## src/rtl/sram_async_ctrl.sv

```systemverilog
// Clocked valid/ready front end for an asynchronous SRAM: sequences cs/we/oe through
// setup, strobe and hold phases with registered strobes and a one-cycle read response.
module sram_async_ctrl #(
   parameter int ADDR_WIDTH       = 8,
   parameter int DATA_WIDTH       = 8,
   parameter int WR_PULSE_CYCLES  = 2,
   parameter int RD_ACCESS_CYCLES = 2
) (
   input  logic                  clk_i,
   input  logic                  rst_i,
   input  logic                  req_valid_i,
   output logic                  req_ready_o,
   input  logic                  req_we_i,
   input  logic [ADDR_WIDTH-1:0] req_addr_i,
   input  logic [DATA_WIDTH-1:0] req_wdata_i,
   output logic                  rsp_valid_o,
   output logic [DATA_WIDTH-1:0] rsp_rdata_o,
   output logic                  sram_cs_o,
   output logic                  sram_we_o,
   output logic                  sram_oe_o,
   output logic [ADDR_WIDTH-1:0] sram_addr_o,
   output logic [DATA_WIDTH-1:0] sram_data_o,
   output logic                  sram_data_oe_o,
   input  logic [DATA_WIDTH-1:0] sram_data_i
);

   localparam int MAX_CYC = (WR_PULSE_CYCLES > RD_ACCESS_CYCLES) ? WR_PULSE_CYCLES : RD_ACCESS_CYCLES;
   localparam int CNT_W   = $clog2(MAX_CYC + 1);

   if (WR_PULSE_CYCLES < 1) begin : g_bad_wr_pulse
      $error("WR_PULSE_CYCLES must be >= 1");
   end
   if (RD_ACCESS_CYCLES < 1) begin : g_bad_rd_access
      $error("RD_ACCESS_CYCLES must be >= 1");
   end

   typedef enum logic [2:0] {
      IDLE,
      W_SETUP,
      W_PULSE,
      W_HOLD,
      R_SETUP,
      R_ACCESS
   } state_e;

   state_e                state_q, state_d;
   logic [CNT_W-1:0]      cnt_q, cnt_d;
   logic [ADDR_WIDTH-1:0] addr_q;
   logic [DATA_WIDTH-1:0] wdata_q;
   logic [DATA_WIDTH-1:0] rdata_q, rdata_d;
   logic                  rsp_valid_q, rsp_valid_d;
   logic                  ready_q, ready_d;
   logic                  cs_q, cs_d;
   logic                  we_q, we_d;
   logic                  oe_q, oe_d;
   logic                  doe_q, doe_d;
   logic                  accept;
   logic                  last_cycle;

   // ready_q rather than the state gates acceptance, so nothing is taken before ready is seen high
   assign accept     = req_valid_i && ready_q;
   assign last_cycle = (cnt_q == CNT_W'(1));

   // NOTE: sequential state uses non-blocking assignments so every flop samples pre-edge values.
   always_ff @(posedge clk_i or posedge rst_i) begin
      if (rst_i) begin
         state_q <= IDLE;
         cnt_q   <= '0;
      end else begin
         state_q <= state_d;
         cnt_q   <= cnt_d;
      end
   end

   // NOTE: every variable gets a default first so no path through the case infers a latch.
   always_comb begin
      state_d = state_q;
      cnt_d   = cnt_q;
      unique case (state_q)
         IDLE:     if (accept) state_d = req_we_i ? W_SETUP : R_SETUP;
         W_SETUP: begin
            state_d = W_PULSE;
            cnt_d   = CNT_W'(WR_PULSE_CYCLES);
         end
         W_PULSE: begin
            cnt_d = cnt_q - 1'b1;
            if (last_cycle) state_d = W_HOLD;
         end
         W_HOLD:   state_d = IDLE;
         R_SETUP: begin
            state_d = R_ACCESS;
            cnt_d   = CNT_W'(RD_ACCESS_CYCLES);
         end
         R_ACCESS: begin
            cnt_d = cnt_q - 1'b1;
            if (last_cycle) state_d = IDLE;
         end
         default:  state_d = IDLE;
      endcase
   end

   // Strobes are decoded from the next state and registered, so the pins never see decode glitches.
   always_comb begin
      ready_d     = 1'b0;
      cs_d        = 1'b0;
      we_d        = 1'b0;
      oe_d        = 1'b0;
      doe_d       = 1'b0;
      unique case (state_d)
         IDLE:     ready_d = 1'b1;
         W_SETUP:  begin cs_d = 1'b1; doe_d = 1'b1; end
         W_PULSE:  begin cs_d = 1'b1; we_d = 1'b1; doe_d = 1'b1; end
         W_HOLD:   begin cs_d = 1'b1; doe_d = 1'b1; end
         R_SETUP:  ;
         R_ACCESS: begin cs_d = 1'b1; oe_d = 1'b1; end
         default:  ;
      endcase
      rsp_valid_d = (state_q == R_ACCESS) && last_cycle;
      rdata_d     = rsp_valid_d ? sram_data_i : rdata_q;
   end

   // NOTE: every flop here is reset, so an aborted access drops all strobes without a clock edge.
   always_ff @(posedge clk_i or posedge rst_i) begin
      if (rst_i) begin
         ready_q     <= 1'b0;
         cs_q        <= 1'b0;
         we_q        <= 1'b0;
         oe_q        <= 1'b0;
         doe_q       <= 1'b0;
         rsp_valid_q <= 1'b0;
         rdata_q     <= '0;
         addr_q      <= '0;
         wdata_q     <= '0;
      end else begin
         ready_q     <= ready_d;
         cs_q        <= cs_d;
         we_q        <= we_d;
         oe_q        <= oe_d;
         doe_q       <= doe_d;
         rsp_valid_q <= rsp_valid_d;
         rdata_q     <= rdata_d;
         if (accept) begin
            addr_q  <= req_addr_i;
            wdata_q <= req_wdata_i;
         end
      end
   end

   assign req_ready_o    = ready_q;
   assign rsp_valid_o    = rsp_valid_q;
   assign rsp_rdata_o    = rdata_q;
   assign sram_cs_o      = cs_q;
   assign sram_we_o      = we_q;
   assign sram_oe_o      = oe_q;
   assign sram_data_oe_o = doe_q;
   assign sram_addr_o    = addr_q;
   assign sram_data_o    = wdata_q;

endmodule

```

## config.mk

```make
export PLATFORM = sky130hd
export DESIGN_NAME = sram_async_ctrl
export DESIGN_NICKNAME = d
export VERILOG_FILES = /design/src/rtl/sram_async_ctrl.sv
export SDC_FILE = /design/constraint.sdc
export NUM_CORES = 1
export LEC_CHECK = 0
export CAP_MARGIN = 15
export CORE_MARGIN = 1.5
export CORE_UTILIZATION = 45
export DETAILED_ROUTE_END_ITERATION = 6
export PLACE_DENSITY = 0.91
export SLEW_MARGIN = 20
export SYNTH_ARGS = -nofsm -noshare
export SYNTH_HDL_FRONTEND = slang
export SYNTH_SLANG_ARGS = --single-unit
```

## constraint.sdc

```tcl
create_clock -name clk_i -period 2.6 [get_ports clk_i]
set_clock_uncertainty 0.05 [all_clocks]
set_input_delay 0.39 -clock clk_i [delete_from_list [all_inputs] [get_ports clk_i]]
set_output_delay 0.39 -clock clk_i [all_outputs]
set_load 0.02 [all_outputs]
```

==> impl_metrics.tcl, run 1 <==
set metrics [dict create \
    setup_slack_ns 0.798 \
    initial_core_util_pct 47.6 \
    status "finished clean" \
    die_h_um 60.1 \
    finalHoldViolCount 0 \
    area_delta_synth_final_pct 44.0 \
    layout_min_cycle_time_ns 1.80 \
    rsz0062_at_grt "no" \
    grt_max_degree 36 \
    synth_commonest_cells "35 x dfrtp_1, 16 x mux2_1, 8 x mux2_4" \
    start_kind "flop" \
    synth-xor-area-share_pct 0.598 \
    cts_root_buffer "clkbuf_4" \
    critical_path_buf_inv_count 1 \
    grt_overflow_total 0 \
    die-width_um 60.1 \
    drive_above_1_share_pct 11.0 \
    post-synth-top-count-cell "dfrtp_1" \
    synth_flop_cell "dfrtp_1" \
    synth-edff-count 0 \
    synth_top_family_by_area "multiplexers" \
    final_max_slew_viol_count 0 \
    cp_cell_sequence "clkdlybuf4s50_1" \
    critPathMaxStageDelay_ns 0.62 \
    grt_antenna_before_repair 0 \
    ys_ff_latch 35 \
    dp_cells 200 \
    peakVddDrop_v 0.000707 \
    coreArea_um2 3080 \
    synthAdderAreaFrac_pct 0.854 \
    vias_per_cell 4.88 \
    slew-limit-headroom_pct 68.0 \
    grt_pass1_vias 1005 \
    async_reset_ff_share_pct 100 \
    dr.first_iter.drc_count 24 \
    cts_setup_buffers 0 \
    vias 1016 \
    r2r_slack_ns 1.00 \
    cts_tree "done" \
    synth.top_cell.area_share_pct 59.8 \
    numCtsBuffers 5 \
    syn-num-nets 132 \
    wl_per_cell_um 15.0 \
    syn_inst 103 \
    cap_violations 0 \
    synth_cell_types 32 \
    cp-end-kind "output port" \
    clkSinkCount 35 \
    drc 0 \
    antenna_left 0 \
    synth_largest_area_cell "dfrtp_1" \
    hp-class "input port to asynchronous set/reset pin" \
    placementRows 20 \
    cp_max_fo 4 \
    final_cells 208 \
    pre_cts_ws_ns 0.756 \
    postCtsHoldBufs 0 \
    clkLatencyLatePin_ns 0.33 \
    ys_seq_area_share_pct 59.8 \
    syn_area_um2 1470 \
    tns_ns 0 \
    io_pins 58 \
    drt_pre_antenna_iters 4 \
    critPathTopFamily "buffers and inverters" \
    grt_usage_pct 19.2 \
    synthMuxAreaShare_pct 21.2 \
    crit_slowest_cell "clkdlybuf4s50_1" \
    synth_compound_area_share_pct 6.92 \
    syn_avg_cell_area_um2 14.2 \
    cp.required_ns 2.16 \
    dp_hpwl_mm 2.37 \
    arrival_ns 1.36 \
    p_per_area_nw_per_um2 1150 \
    post-route-util_pct 68.5 \
    crit_type "flop to output port" \
    portBuffers 57 \
    p_leak_nw 0.956 \
    gp_congestion 0.697 \
    antenna_cells 0 \
    drt_wl_total_mm 3.12 \
    clkSlewWorstSetupHoldPaths_ns 0.10 \
    synth_warnings 0 \
    fmax_mhz 555 \
    dieArea_um2 3610 \
    setup_viol 0 \
    grt_pass1_wl_mm 4.83 \
    cts_buffer_depth 2 \
    fin_nets 192 \
    cts_resized 0 \
    synth_area_leaders "dfrtp_1 60%, mux2_1 12%, mux2_4 8.2%" \
    tightest_slew_ns 0.479 \
    p_total_w 0.00242 \
    htreeDepth 2 \
    yosys.area_share.simple_pct 7.00 \
    period_share_pct 69.3 \
]
## flip-flops by register name, indices dropped and copies added, names as in the netlist
name            flops
sram_addr_o         8
req_ready_o         1
sram_we_o           1
sram_data_oe_o      1
rsp_valid_o         1
sram_oe_o           1
sram_cs_o           1
cnt_q               2
sram_data_o         8
rsp_rdata_o         8
state_q             3
## routing by layer
metal / routed length (um) / global-route usage (%) / share of wire, %
met5: 0 / 0 / 0
met4: 58 / 7.62 / 1.9
met3: 207 / 6.06 / 6.6
met2: 1580 / 33.7 / 51
met1: 1270 / 21.4 / 41
## layout make-up
cell class | instances | area, um2
tap | 44 | 55.1
fill | 227 | 968
inverter | 4 | 15.0
clock inverter | 1 | 5.00
sequential | 35 | 876
multi-input combinational | 59 | 536
timing repair buffer | 58 | 578
clock buffer | 7 | 45.0
## power by group
group / internal, W / switching [W] / leakage, nW
sequential: 0.000785 / 0.000192 / 0.419
clock: 0.000105 / 0.000167 / 0.0293
combinational: 0.000629 / 0.000546 / 0.508
## stage by stage
| stage | cell area [um2] | hold WS (ns) |
|---|---|---|
| after floorplan | 1470 | 0.472 |
| after global placement | 2060 | 0.425 |
| after detailed placement | 2060 | 0.431 |
| after CTS | 2110 | 0.423 |
| after global routing | 2110 | 0.452 |
| final | 2110 | 0.405 |
## path summary, 6_finish.rpt
| kind | from | to | cells past startpoint |
|---|---|---|---|
| setup / recovery | req_ready_o | req_ready_o | 1 |
| hold / removal | rst_i | sram_data_o[7] | 3 |
| setup reg to reg | cnt_q[1] | rsp_rdata_o[5] | 4 |
| hold reg to reg | sram_data_o[3] | sram_data_o[3] | 1 |
| max in group asynchronous | rst_i | rsp_rdata_o[3] | 3 |
| min in group clk_i | sram_data_o[3] | sram_data_o[3] | 1 |
## worst register-to-register path, cell delays in order, from the launching register on
cell,delay (ns)
dfrtp_1,0.39
inv_1,0.10
ha_1,0.30
nand4b_4,0.27
mux2_4,0.37
## layout by cell type (no fill, tap or decap)
cell type         n
a211oi_1          1
a21boi_1          1
a21o_1            1
a21oi_1           4
a221o_1           1
a222oi_1          1
a2bb2oi_1         1
a31oi_1           1
and2_1            1
and3b_1           1
buf_4             1
clkbuf_1          2
clkbuf_4          5
clkdlybuf4s50_1  57
clkinv_2          1
dfrtp_1          35
ha_1              1
inv_1             3
inv_2             1
mux2_1           16
mux2_4            8
mux2i_1           1
nand2_1           6
nand2_2           1
nand2b_1          1
nand3_1           2
nand4b_4          1
nor2_1            2
nor3_1            1
o21ai_0           1
o21ai_1           2
o2bb2ai_1         1
or3_1             1
xnor2_1           1
## logic make-up (layout without fill, tap and decap cells)
kind of cell	Yosys count	count (layout)
DFF	35	35
muxes	25	25
and+or+nand+nor	17	17
AOI/OAI and AO/OA	15	15
buffers and inverters	9	70
adders and majority gates	1	1
xor gates and xnor gates	1	1
Power figures use the tool's default switching activity.
==> inputs of run 2 (changes only) <==
--- a/config.mk
+++ b/config.mk
@@ -7,9 +7,9 @@
 export LEC_CHECK = 0
 export CAP_MARGIN = 15
 export CORE_MARGIN = 1.5
-export CORE_UTILIZATION = 45
+export CORE_UTILIZATION = 42
 export DETAILED_ROUTE_END_ITERATION = 6
-export PLACE_DENSITY = 0.91
+export PLACE_DENSITY = 0.86
 export SLEW_MARGIN = 20
 export SYNTH_ARGS = -nofsm -noshare
 export SYNTH_HDL_FRONTEND = slang
==> constraint.sdc (replaced) <==
create_clock -name clk_i -period 1.8 [get_ports clk_i]
set_clock_uncertainty 0.05 [all_clocks]
set_input_delay 0.27 -clock clk_i [delete_from_list [all_inputs] [get_ports clk_i]]
set_output_delay 0.27 -clock clk_i [all_outputs]
set_load 0.02 [all_outputs]
==> run 2 against run 1 <==
Against the previous run: critical path depth is the same; sequential cell count is the same; combinational power grew 45%; largest power group unchanged; first-iteration DRC count grew 21%; sequential share of layout area shrank 1.1 points; cell area grew 2.8%; core utilization shrank 3.6 points; register-to-register slack lost 0.79 ns.
==> impl_metrics.tcl, run 2 (synthesized netlist as in run 1, its figures left out) <==
set metrics [dict create \
    pre_cts_ws_ns 0.242 \
    gp_congestion 0.732 \
    rsz0062_at_grt "no" \
    p_int_w 0.00239 \
    grt_pass1_wl_mm 4.57 \
    setup_slack_ns 0.106 \
    status "finished clean" \
    final_common_cell "clkdlybuf4s50_1" \
    clkSinkCount 35 \
    cp-end-kind "output port" \
    grt_overflow_total 0 \
    cts_resized 0 \
    tightest_slew_ns 0.450 \
    cts_setup_buffers 0 \
    numCtsBuffers 5 \
    wl_per_cell_um 13.3 \
    clkLatencyLatePin_ns 0.33 \
    grtUsageMet3_pct 4.97 \
    clkPwrFrac_pct 15.7 \
    setup_viol 0 \
    start_kind "flop" \
    final_cell_mix "57 x clkdlybuf4s50_1, 35 x dfrtp_1, 16 x mux2_1" \
    grt_usage_pct 16.6 \
    htreeDepth 2 \
    antenna_cells 0 \
    vias 1020 \
    clkSlewWorstSetupHoldPaths_ns 0.10 \
    critical_path_buf_inv_count 1 \
    final_max_slew_viol_count 0 \
    cp.required_ns 1.48 \
    drc 0 \
    multi_input_area_um2 536 \
    cts_buffer_depth 2 \
    die_h_um 62.1 \
    tns_ns 0 \
    initial_core_util_pct 43.9 \
    p_switching_w 0.00128 \
    n_fill_cell 241 \
    grt_max_degree 36 \
    layout_min_cycle_time_ns 1.69 \
    crit_slowest_cell "clkdlybuf4s50_1" \
    critPathMaxStageDelay_ns 0.63 \
    cts_tree "done" \
    finalHoldViolCount 0 \
    comb_power_share_pct 46.3 \
    cts_root_buffer "clkbuf_4" \
    grtUsageMet1_pct 20.2 \
    die-width_um 62.1 \
    fin_nets 193 \
    busiest_layer "met2" \
    period_share_pct 94.1 \
    slew-limit-headroom_pct 70.0 \
    dr.first_iter.drc_count 29 \
    placementRows 21 \
    area_delta_synth_final_pct 48.0 \
    drt_pre_antenna_iters 4 \
    fmax_mhz 590 \
    cap_violations 0 \
    power_frac_seq_pct 38.0 \
    antenna_left 0 \
    p_per_area_nw_per_um2 1690 \
    p_leak_nw 0.985 \
    portBuffers 57 \
    io_pins 58 \
    grt_pass1_vias 1010 \
    dieArea_um2 3850 \
    vias_per_cell 4.83 \
    swShare_pct 35.0 \
    cp_max_fo 4 \
    grt_antenna_before_repair 0 \
    crit_type "flop to output port" \
    drt_wl_total_mm 2.81 \
    cp_cell_sequence "clkdlybuf4s50_1" \
    gr-usage-met2_pct 27.1 \
    postCtsHoldBufs 0 \
    hp-class "input port to asynchronous set/reset pin" \
    seqCellArea_um2 876 \
    peakVddDrop_v 0.000654 \
    critPathTopFamily "buffers and inverters" \
    drive_above_1_share_pct 12.7 \
    arrival_ns 1.37 \
    dp_hpwl_mm 2.15 \
    coreArea_um2 3340 \
]
==> run 2: changes by cell type in the layout (fill, tap and decap cells not counted), sizes merged <==
cell	before	now
buf	1	2
clkbuf	7	6
bufinv	0	1
==> run 2: final timing paths <==
path | from | to | slack [ns] | depth (start not counted)
setup / recovery | req_ready_o | req_ready_o | 0.11 | 1
hold / removal | rst_i | rsp_rdata_o[4] | 0.30 | 3
setup reg to reg | cnt_q[1] | rsp_rdata_o[6] | 0.21 | 4
hold reg to reg | sram_data_o[4] | sram_data_o[4] | 0.45 | 1
max in group asynchronous | rst_i | state_q[2] | 1.11 | 3
min in group clk_i | sram_data_o[4] | sram_data_o[4] | 0.45 | 1
==> run 2: layout make-up <==
cell class,count,area share (%)
clock inverters,2,1.62
repair buffers,59,27.6
well taps,46,2.65
clock buffers,6,2.37
inverters,4,0.692
multi-input cells,59,24.7
flip-flops and latches,35,40.4
==> run 2: layer usage <==
layer	wire, um	vias up
li1	-	486
met1	1150	496
met2	1410	33
met3	195	5
met4	53	0
met5	0	-
==> run 2: metrics by stage <==
stage          hold slack (ns)  std cells  area, um2  power [W]  utilization, %
4_1_cts                  0.302        211       2170    0.00372            65.0
3_3_place_gp             0.423        203       2080    0.00308            62.4
2_1_floorplan            0.352        103       1470    0.00237               -
6_report                 0.297        211       2170    0.00368            65.0
5_1_grt                  0.361        211       2170    0.00392            65.0
3_5_place_dp             0.431        203       2080    0.00314            62.4
==> run 2: power groups by stage <==
stage	registers, W	clock network [W]	logic [W]
2_1_floorplan	0.00170	0	0.000667
3_3_place_gp	0.00140	0	0.00168
3_5_place_dp	0.00142	0	0.00172
4_1_cts	0.00140	0.000598	0.00172
5_1_grt	0.00146	0.000623	0.00184
6_report	0.00140	0.000576	0.00170
==> inputs of run 3 (changes only) <==
--- a/config.mk
+++ b/config.mk
@@ -7,9 +7,9 @@
 export LEC_CHECK = 0
 export CAP_MARGIN = 15
 export CORE_MARGIN = 1.5
-export CORE_UTILIZATION = 42
+export CORE_UTILIZATION = 38
 export DETAILED_ROUTE_END_ITERATION = 6
-export PLACE_DENSITY = 0.86
+export PLACE_DENSITY = 0.82
 export SLEW_MARGIN = 20
 export SYNTH_ARGS = -nofsm -noshare
 export SYNTH_HDL_FRONTEND = slang
==> constraint.sdc (replaced) <==
create_clock -name clk_i -period 1.4 [get_ports clk_i]
set_clock_uncertainty 0.05 [all_clocks]
set_input_delay 0.21 -clock clk_i [delete_from_list [all_inputs] [get_ports clk_i]]
set_output_delay 0.21 -clock clk_i [all_outputs]
set_load 0.02 [all_outputs]
==> run 3 against run 2 <==
Against the previous run: register-to-register slack worse by 0.16 ns; final cell count is 5.2% higher; power rose by 26%; first-iteration DRC count rose by 38%; worst hold slack worse by 0.052 ns; clock power rose by 18%; via count up 4.3%; global-route usage increased by 0.24 points; wire length rose by 14%; combinational power grew 30%; critical path depth is 4 higher; critical endpoint is now sram_cs_o; largest cell class unchanged; largest power group unchanged; highest routed layer unchanged.
==> impl_metrics.tcl, run 3 (synthesized netlist as in run 1, its figures left out) <==
set metrics [dict create \
    fin_nets 202 \
    drt_pre_antenna_iters 4 \
    io_pins 58 \
    area_delta_synth_final_pct 53.2 \
    busiest_layer "met2" \
    drive_above_1_share_pct 18.4 \
    grt_pass1_wl_mm 5.25 \
    numCtsBuffers 5 \
    final_cell_mix "35 x dfrtp_1, 30 x dlygate4sd2_1, 27 x clkdlybuf4s50_1" \
    dr.first_iter.drc_count 40 \
    p_leak_nw 1.10 \
    clkSlewWorstSetupHoldPaths_ns 0.07 \
    p_per_area_nw_per_um2 2060 \
    cp-end-kind "flop" \
    p_int_w 0.00287 \
    setup_slack_ns 0.0470 \
    cp.required_ns 1.57 \
    comb_power_share_pct 47.8 \
    cts_tree "done" \
    setup_viol 0 \
    grt_usage_pct 16.8 \
    vias 1064 \
    drc 0 \
    swShare_pct 38.0 \
    hp-class "input port to asynchronous set/reset pin" \
    tns_ns 0 \
    dp_cells 213 \
    crit_type "flop to flop" \
    rsz0062_at_grt "yes" \
    clkPwrFrac_pct 14.6 \
    placementRows 22 \
    holdWs_ns 0.245 \
    cts_buffer_depth 2 \
    start_kind "flop" \
    dp_hpwl_mm 2.29 \
    dieArea_um2 4240 \
    postCtsHoldBufs 0 \
    period_share_pct 96.6 \
    cap_violations 0 \
    peakVddDrop_v 0.000812 \
    cp_max_fo 4 \
    clkSinkCount 35 \
    coreArea_um2 3690 \
    p_switching_w 0.00176 \
    wl_per_cell_um 14.4 \
    r2r_slack_ns 0.05 \
    vias_per_cell 4.79 \
    status "finished clean" \
    finalHoldViolCount 0 \
    antenna_cells 0 \
    cts_root_buffer "clkbuf_8" \
    drt_wl_total_mm 3.21 \
    post-route-util_pct 60.9 \
    grt_pass1_vias 1139 \
    n_fill_cell 289 \
    htreeDepth 2 \
    die-width_um 65.1 \
    gp_congestion 0.850 \
    arrival_ns 1.52 \
    grtUsageMet3_pct 4.45 \
    die_h_um 65.1 \
    antenna_left 0 \
    grt_antenna_before_repair 0 \
    grt_overflow_total 0 \
    final_max_slew_viol_count 0 \
    fmax_mhz 739 \
    grtUsageMet1_pct 18.9 \
    initial_core_util_pct 39.7 \
    clkLatencyLatePin_ns 0.28 \
    pre_cts_ws_ns -0.0920 \
    slew-limit-headroom_pct 75.4 \
    power_frac_seq_pct 37.5 \
    portBuffers 57 \
    tightest_slew_ns 0.370 \
    gr-usage-met2_pct 29.4 \
    final_common_cell "dfrtp_1" \
    grt_max_degree 36 \
    final_cells 222 \
    layout_min_cycle_time_ns 1.35 \
]
run 3: cell count changes in the layout (fill, tap and decap cells not counted), sizes merged:
cell | previous run | this run
clkdlybuf4s50 | 57 | 27
dlygate4sd2 | 0 | 30
bufinv | 1 | 0
nand4b | 1 | 2
buf | 2 | 10
clkbuf | 6 | 7
run 3: what timing repair did:
item	4_1_cts	5_1_grt
gates cloned	1	0
pin swaps	0	2
setup endpoints to repair	38	7
gates resized for setup	32	3
buffers inserted	0	0
run 3: through the flow:
step | total power (W) | area [um2]
after CTS | 0.00465 | 2240
after floorplan | 0.00305 | 1470
after global placement | 0.00409 | 2160
after global routing | 0.00494 | 2240
final | 0.00463 | 2240
after detailed placement | 0.00418 | 2160
run 3: final cells by class:
type                    count  area, um2  share of cell area (%)
flip-flops and latches     35        876                    39.0
inverters                   4       15.0                   0.669
repair buffers             67        633                    28.2
well taps                  48       60.1                    2.68
clock inverters             1       5.00                   0.223
multi-input cells          60        579                    25.8
clock buffers               7       76.3                    3.40
run 3: worst max-delay path: stages, from the launching register on:
cell      delay (ns)
dfrtp_1         0.42
ha_4            0.20
buf_4           0.15
a21o_1          0.18
a21oi_2         0.13
a21boi_2        0.16
run 3: power by group through the flow:
stage / sequential, W / combinational, W / clock, W
finish: 0.00174 / 0.00221 / 0.000678
global route: 0.00181 / 0.00238 / 0.000755
CTS: 0.00174 / 0.00221 / 0.000709
detailed placement: 0.00174 / 0.00244 / 0
global placement: 0.00171 / 0.00238 / 0
floorplan: 0.00218 / 0.000861 / 0
run 3: path summary, 6_finish.rpt:
path                           startpoint              to  cells after the start
max                              cnt_q[0]       sram_cs_o                      5
min                                 rst_i  sram_data_o[6]                      3
max reg2reg                      cnt_q[0]       sram_cs_o                      5
min reg2reg                sram_data_o[6]  sram_data_o[6]                      1
max in group asynchronous           rst_i  sram_data_o[2]                      3
min in group clk_i         sram_data_o[6]  sram_data_o[6]                      1
run 3: routing by layer:
layer / vias up / part of all wire, % / routed length, um
li1: 504 / - / -
met1: 529 / 37 / 1180
met2: 27 / 57 / 1830
met3: 4 / 4.5 / 143
met4: 0 / 1.7 / 53
met5: - / 0 / 0
